## src/rtl/trig_pulse_bank.sv

```systemverilog
// Multi-channel trigger/LED pulse generator: one shared arm/fire handshake
// launches phase-aligned delay/width/gap/repeat pulse trains on every channel.

module trig_pulse_ch #(
    parameter int DEL_W = 24,
    parameter int DUR_W = 16,
    parameter int REP_W = 8
) (
    input  logic             clk,
    input  logic             rst,
    input  logic             rest_level,
    input  logic             cfg_wr,
    input  logic [DEL_W-1:0] cfg_delay,
    input  logic [DUR_W-1:0] cfg_dur,
    input  logic [DUR_W-1:0] cfg_gap,
    input  logic [REP_W-1:0] cfg_repeat,
    input  logic             start,
    input  logic             stop,
    output logic             trig_out,
    output logic             enabled,
    output logic             at_done,
    output logic             next_done
);
    localparam int CNT_W = (DEL_W > DUR_W) ? DEL_W : DUR_W;

    localparam logic [2:0] CH_IDLE   = 3'd0;
    localparam logic [2:0] CH_DELAY  = 3'd1;
    localparam logic [2:0] CH_ACTIVE = 3'd2;
    localparam logic [2:0] CH_GAP    = 3'd3;
    localparam logic [2:0] CH_DONE   = 3'd4;

    logic [DEL_W-1:0] delay_q;
    logic [DUR_W-1:0] dur_q, gap_q;
    logic [REP_W-1:0] rep_q;

    logic [2:0]       state, state_nxt;
    logic [CNT_W-1:0] cnt, cnt_nxt, gap_eff;
    logic [REP_W-1:0] rep_cnt, rep_nxt;

    // Config survives hard_stop; only reset clears it.
    always_ff @(posedge clk) begin
        if (!rst) begin
            delay_q <= '0;
            dur_q   <= '0;
            gap_q   <= '0;
            rep_q   <= '0;
        end else if (cfg_wr) begin
            delay_q <= cfg_delay;
            dur_q   <= cfg_dur;
            gap_q   <= cfg_gap;
            rep_q   <= cfg_repeat;
        end
    end

    assign enabled = (dur_q != '0);
    assign gap_eff = (gap_q == '0) ? CNT_W'(1) : CNT_W'(gap_q);

    always_comb begin
        state_nxt = state;
        cnt_nxt   = cnt;
        rep_nxt   = rep_cnt;
        if (start) begin
            rep_nxt = rep_q;
            if (!enabled) begin
                state_nxt = CH_DONE;
                cnt_nxt   = '0;
            end else if (delay_q == '0) begin
                state_nxt = CH_ACTIVE;
                cnt_nxt   = CNT_W'(dur_q);
            end else begin
                state_nxt = CH_DELAY;
                cnt_nxt   = CNT_W'(delay_q);
            end
        end else begin
            case (state)
                CH_DELAY: begin
                    if (cnt <= CNT_W'(1)) begin
                        state_nxt = CH_ACTIVE;
                        cnt_nxt   = CNT_W'(dur_q);
                    end else begin
                        cnt_nxt = cnt - CNT_W'(1);
                    end
                end
                CH_ACTIVE: begin
                    if (cnt <= CNT_W'(1)) begin
                        if (rep_cnt != '0) begin
                            state_nxt = CH_GAP;
                            cnt_nxt   = gap_eff;
                        end else begin
                            state_nxt = CH_DONE;
                            cnt_nxt   = '0;
                        end
                    end else begin
                        cnt_nxt = cnt - CNT_W'(1);
                    end
                end
                CH_GAP: begin
                    if (cnt <= CNT_W'(1)) begin
                        state_nxt = CH_ACTIVE;
                        cnt_nxt   = CNT_W'(dur_q);
                        rep_nxt   = rep_cnt - REP_W'(1);
                    end else begin
                        cnt_nxt = cnt - CNT_W'(1);
                    end
                end
                default: ;
            endcase
        end
    end

    assign at_done   = (state == CH_DONE);
    assign next_done = (state_nxt == CH_DONE);

    always_ff @(posedge clk) begin
        if (!rst || stop) begin
            state    <= CH_IDLE;
            cnt      <= '0;
            rep_cnt  <= '0;
            trig_out <= rest_level;
        end else begin
            state    <= state_nxt;
            cnt      <= cnt_nxt;
            rep_cnt  <= rep_nxt;
            trig_out <= (state_nxt == CH_ACTIVE) ? ~rest_level : rest_level;
        end
    end
endmodule

module trig_pulse_bank #(
    parameter int NCH   = 8,
    parameter int DEL_W = 24,
    parameter int DUR_W = 16,
    parameter int REP_W = 8,
    localparam int CH_W = (NCH > 1) ? $clog2(NCH) : 1
) (
    input  logic             clk,
    input  logic             rst,
    input  logic [NCH-1:0]   rest_level,
    input  logic             cfg_we,
    input  logic [CH_W-1:0]  cfg_ch,
    input  logic [DEL_W-1:0] cfg_delay,
    input  logic [DUR_W-1:0] cfg_dur,
    input  logic [DUR_W-1:0] cfg_gap,
    input  logic [REP_W-1:0] cfg_repeat,
    input  logic             arm,
    input  logic             fire,
    input  logic             hard_stop,
    output logic [NCH-1:0]   trig_out,
    output logic             armed,
    output logic             busy,
    output logic             done
);
    localparam logic [1:0] IDLE  = 2'd0;
    localparam logic [1:0] ARMED = 2'd1;
    localparam logic [1:0] RUN   = 2'd2;
    localparam logic [CH_W:0] NCH_L = (CH_W+1)'(NCH);

    logic [1:0]     gstate;
    logic           start_q, busy_q, done_q;
    logic           fire_go, arm_go, cfg_ok;
    logic [NCH-1:0] ch_en, ch_at_done, ch_next_done;

    assign fire_go = !hard_stop && (gstate == ARMED) && fire;
    assign arm_go  = !hard_stop && (gstate == IDLE) && arm;
    assign cfg_ok  = cfg_we && !hard_stop && !fire_go && !arm_go &&
                     (gstate != RUN) && ({1'b0, cfg_ch} < NCH_L);

    generate
        for (genvar i = 0; i < NCH; i++) begin : g_ch
            trig_pulse_ch #(.DEL_W(DEL_W), .DUR_W(DUR_W), .REP_W(REP_W)) u_ch (
                .clk        (clk),
                .rst        (rst),
                .rest_level (rest_level[i]),
                .cfg_wr     (cfg_ok && (cfg_ch == CH_W'(i))),
                .cfg_delay  (cfg_delay),
                .cfg_dur    (cfg_dur),
                .cfg_gap    (cfg_gap),
                .cfg_repeat (cfg_repeat),
                .start      (start_q),
                .stop       (hard_stop),
                .trig_out   (trig_out[i]),
                .enabled    (ch_en[i]),
                .at_done    (ch_at_done[i]),
                .next_done  (ch_next_done[i])
            );
        end
    endgenerate

    // Fire is registered into start_q so channels load one edge after fire.
    always_ff @(posedge clk) begin
        if (!rst) begin
            gstate  <= IDLE;
            start_q <= 1'b0;
            busy_q  <= 1'b0;
            done_q  <= 1'b0;
        end else if (hard_stop) begin
            gstate  <= IDLE;
            start_q <= 1'b0;
            busy_q  <= 1'b0;
            done_q  <= (gstate == RUN);
        end else begin
            start_q <= 1'b0;
            done_q  <= 1'b0;
            case (gstate)
                IDLE:  if (arm_go) gstate <= ARMED;
                ARMED: if (fire_go) begin
                    gstate  <= RUN;
                    start_q <= 1'b1;
                end
                RUN: begin
                    if (start_q) begin
                        busy_q <= 1'b1;
                        done_q <= ~|ch_en;
                    end else if (&ch_next_done) begin
                        gstate <= IDLE;
                        busy_q <= 1'b0;
                        done_q <= ~&ch_at_done;
                    end
                end
                default: gstate <= IDLE;
            endcase
        end
    end

    assign armed = (gstate == ARMED);
    assign busy  = busy_q;
    assign done  = done_q;
endmodule

```

## config.mk

```make
export PLATFORM = sky130hd
export DESIGN_NAME = trig_pulse_bank
export DESIGN_NICKNAME = d
export VERILOG_FILES = /design/src/rtl/trig_pulse_bank.sv
export SDC_FILE = /design/constraint.sdc
export NUM_CORES = 2
export LEC_CHECK = 0
export ABC_AREA = 1
export CORE_UTILIZATION = 28
export CTS_BUF_LIST = sky130_fd_sc_hd__clkbuf_4 sky130_fd_sc_hd__clkbuf_8
export DETAILED_ROUTE_END_ITERATION = 8
export PLACE_DENSITY = 0.52
export SLEW_MARGIN = 15
export SYNTH_ARGS = -nofsm -noshare
export SYNTH_HDL_FRONTEND = slang
export SYNTH_HIERARCHICAL = 1
export SYNTH_SLANG_ARGS = --single-unit
export TNS_END_PERCENT = 10
```

## constraint.sdc

```tcl
create_clock -name clk -period 2.2 [get_ports clk]
set_input_delay 0.44 -clock clk [delete_from_list [all_inputs] [get_ports clk]]
set_output_delay 0.44 -clock clk [all_outputs]
set_load 0.01 [all_outputs]
```

==> flow_summary.yaml <==
clock_network:
  clockRootBuffer: "clkbuf_8"
  cts.sinks: 805
  cts.clk_slew.worst_paths_ns: 0.06
  clock_latency_ns: 0.89
  cts_tree: "built"
  clockBufferDepth: 3
  cts_buffers: 155
  htreeDepth: 4
hold_path:
  whs_path_depth: 4
  hp-class: "in -> reg"
  min_from: "rest_level[6]"
  hold_end: "g_ch[6].u_ch/trig_out"
worst_setup_path:
  critPathMaxFanout: 5
  end_kind: "flip-flop"
  setup.worst_path.start_class: "flip-flop"
  r2r_end: "gstate[1]"
  worstPathCellList: "inv_4, ha_4, nand2_2, nand2_2, nand3_4, nor2_4, nand2_2, a21oi_2, nand2_1, nor3_4, nand2_2, nor2_4, nand2_1, nand2_1, nand3_1, nand2_1, nand2_1"
  cpMostUsedCell: "nand2_1"
  crit_slowest_cell: "dfxtp_4"
  cp_slowest_stage_delay_ns: 0.36
  worstSetupPathType: "reg -> reg"
  arrival_ns: 3.06
  rr_worst_depth: 17
  reg2reg_from: "g_ch[6].u_ch/cnt[0]"
  cp.required_ns: 2.98
  rrSetupSlack_ns: -0.08
final_layout:
  finalCoreUtilization_pct: 37.52
  fin_area_um2: 57990
  layout.cells.non_filler: 9608
  syn_to_final_growth_pct: 32.42
  final_common_cell: "nor2_1"
  layout.nets: 7550
  drive_above_1_share_pct: 24.49
  final_cell_mix: "nor2_1 (1411), nand2_1 (939), buf_4 (932)"
route:
  vias: 47120
  drt_iter0_drc: 4270
  ant_nets: 0
  drt-total-wl_um: 183800
  first_pass_iters: 6
  top_layer: "met4"
  drt-vias-per-instance: 4.904
  wl_met3_um: 13380
  wl_per_cell_um: 19.13
  met2_wirelength_um: 81400
  wl_met1_um: 82180
  drc: 0
synth:
  ys_types: 53
  synth.avg_cell_area_um2: 6.752
  async_flop_share_pct: 0
  yosys_warnings: 6
  synth-edff-count: 0
  ys.flop_type: "dfxtp_1"
  synth-seq-cells: 805
  syn_inst: 6486
  synth.cell_area_um2: 43790
  synth_seq_area_share_pct: 36.80
  syn_nets: 6591
timing:
  clock_skew_ns: 0.03464
  fin_crit_sh_pct: 103.6
  slew_viol_final: 0
  holdWs_ns: 0.1789
  hold_violations: 0
  fin_crit_ns: 2.279
  worst_slack_ns: -0.07892
  fmax_ghz: 0.4388
  tightest_slew_ns: 0.6903
  setup_viol: 3
  rsz0062_at_grt: "true"
  slew_headroom_pct: 53.93
global_routing:
  grt_start_max_net_pins: 126
  overflow: 0
  grt_pass1_vias: 44630
  grt_pass1_wl_um: 272200
  grt.total_usage_pct: 22.66
  antenna_found_initial: 26
placed_design:
  place.gp.congestion: 0.9311
  place_area_um2: 54050
  dp_hpwl_um: 128400
  dpl.cell_count: 9308
  numPortBuffers: 91
die:
  start_util_pct: 28.33
  io_pins: 92
  num_rows: 144
  core_area_um2: 154600
  die_h_um: 397.5
  dieArea_um2: 158000
  die_width_um: 397.5
power:
  p_leak_nw: 26.51
  p_per_area_nw_per_um2: 608.2
  ir_drop_v: 0.0006428
flow_run:
  drv_cap: 0
run_status:
  status: "finished, violations left"
  violations: "negative setup slack"
-- state kept, by name, indices dropped and copies added, names as in the netlist --
register            count
g_ch.u_ch/cnt         192
g_ch.u_ch/delay_q     192
g_ch.u_ch/dur_q       128
g_ch.u_ch/gap_q       128
g_ch.u_ch/rep_cnt      64
g_ch.u_ch/rep_q        64
g_ch.u_ch/state        24
g_ch.u_ch/trig_out      8
gstate                  2
busy                    1
done                    1
start_q                 1
-- layout make-up --
cell class              count  area, µm²
flip-flops and latches    805      16140
repair buffers           1090       9191
diodes                      3      7.507
clock buffers             240       3115
fillers                 16630      96590
multi-input cells        4866      24760
clock inverters            33      241.5
well taps                2044       2557
inverters                 527       1989
-- report_power, final --
part,internal (mW),total [mW],switching [mW]
logic,1.46,4.10,2.64
registers,14.8,14.9,0.122
clock network,9.14,16.3,7.12
total,25.4,35.3,9.89
-- through the flow --
step,worst slack (ns),power (mW),TNS [ns]
2_1_floorplan,0.1411,17.05,0
3_3_place_gp,-0.4971,19.19,-171.21
3_5_place_dp,-0.4918,19.20,-146.56
4_1_cts,-0.1434,35.51,-0.3517
5_1_grt,-0.2209,36.52,-0.5648
6_report,-0.07892,35.27,-0.1384
-- synth_stat cells (78+ instances only) --
cell / instances / area share (%)
nor2_1: 1434 / 12
inv_1: 430 / 3.7
nand3_1: 225 / 2.6
a21oi_1: 496 / 5.7
inv_2: 97 / 0.83
nor2_4: 80 / 2.1
nand2_1: 963 / 8.3
xor2_1: 78 / 1.6
nor2_2: 106 / 1.5
clkbuf_1: 200 / 1.7
dfxtp_1: 805 / 37
o21ai_0: 891 / 10
-- critical path, delay by kind of cell (launching register included) --
| family | cells | cell delay [ns] |
|---|---|---|
| adders and majority gates | 1 | 0.14 |
| and+or+nand+nor | 14 | 1.45 |
| buffers and inverters | 1 | 0.06 |
| AOI/OAI and AO/OA | 1 | 0.15 |
| DFF | 1 | 0.36 |
-- what timing repair did --
action / in CTS / in global routing
setup endpoints to repair: 14 / 20
hold buffers: 1 / 0
cloned: 0 / 0
pin swaps: 5 / 42
setup buffers: 2 / 21
resized for setup: 33 / 106
endpoints found under the hold margin: 8 / 0
-- cell families after synthesis --
family                   count (synthesis)  synth area share (%)
AO/OA/AOI/OAI                         1661                 20.75
buffers and inverters                  815                 7.562
flip-flops                             805                 36.80
XOR/XNOR                               128                 2.560
adder cells (fa/ha/maj)                 24                0.6857
AND/OR/NAND/NOR                       3053                 31.64
-- per-layer routing --
layer	global-route usage [%]	vias up
met3	3.571	297
li1	-	23260
met4	9.306	0
met1	30.74	22050
met2	35.56	1515
met5	0	-
-- how the worst max path moves through the flow --
stage | from | end | cells past startpoint
after floorplan | start_q | gstate[1] | 12
after global placement | hard_stop | g_ch[0].u_ch/rep_cnt[4] | 10
after detailed placement | hard_stop | g_ch[0].u_ch/rep_cnt[4] | 10
after CTS | g_ch[5].u_ch/cnt[1] | gstate[1] | 17
after global routing | g_ch[2].u_ch/cnt[1] | done | 17
final | g_ch[6].u_ch/cnt[0] | gstate[1] | 17
Note: power is estimated with default switching activity, not from simulation.
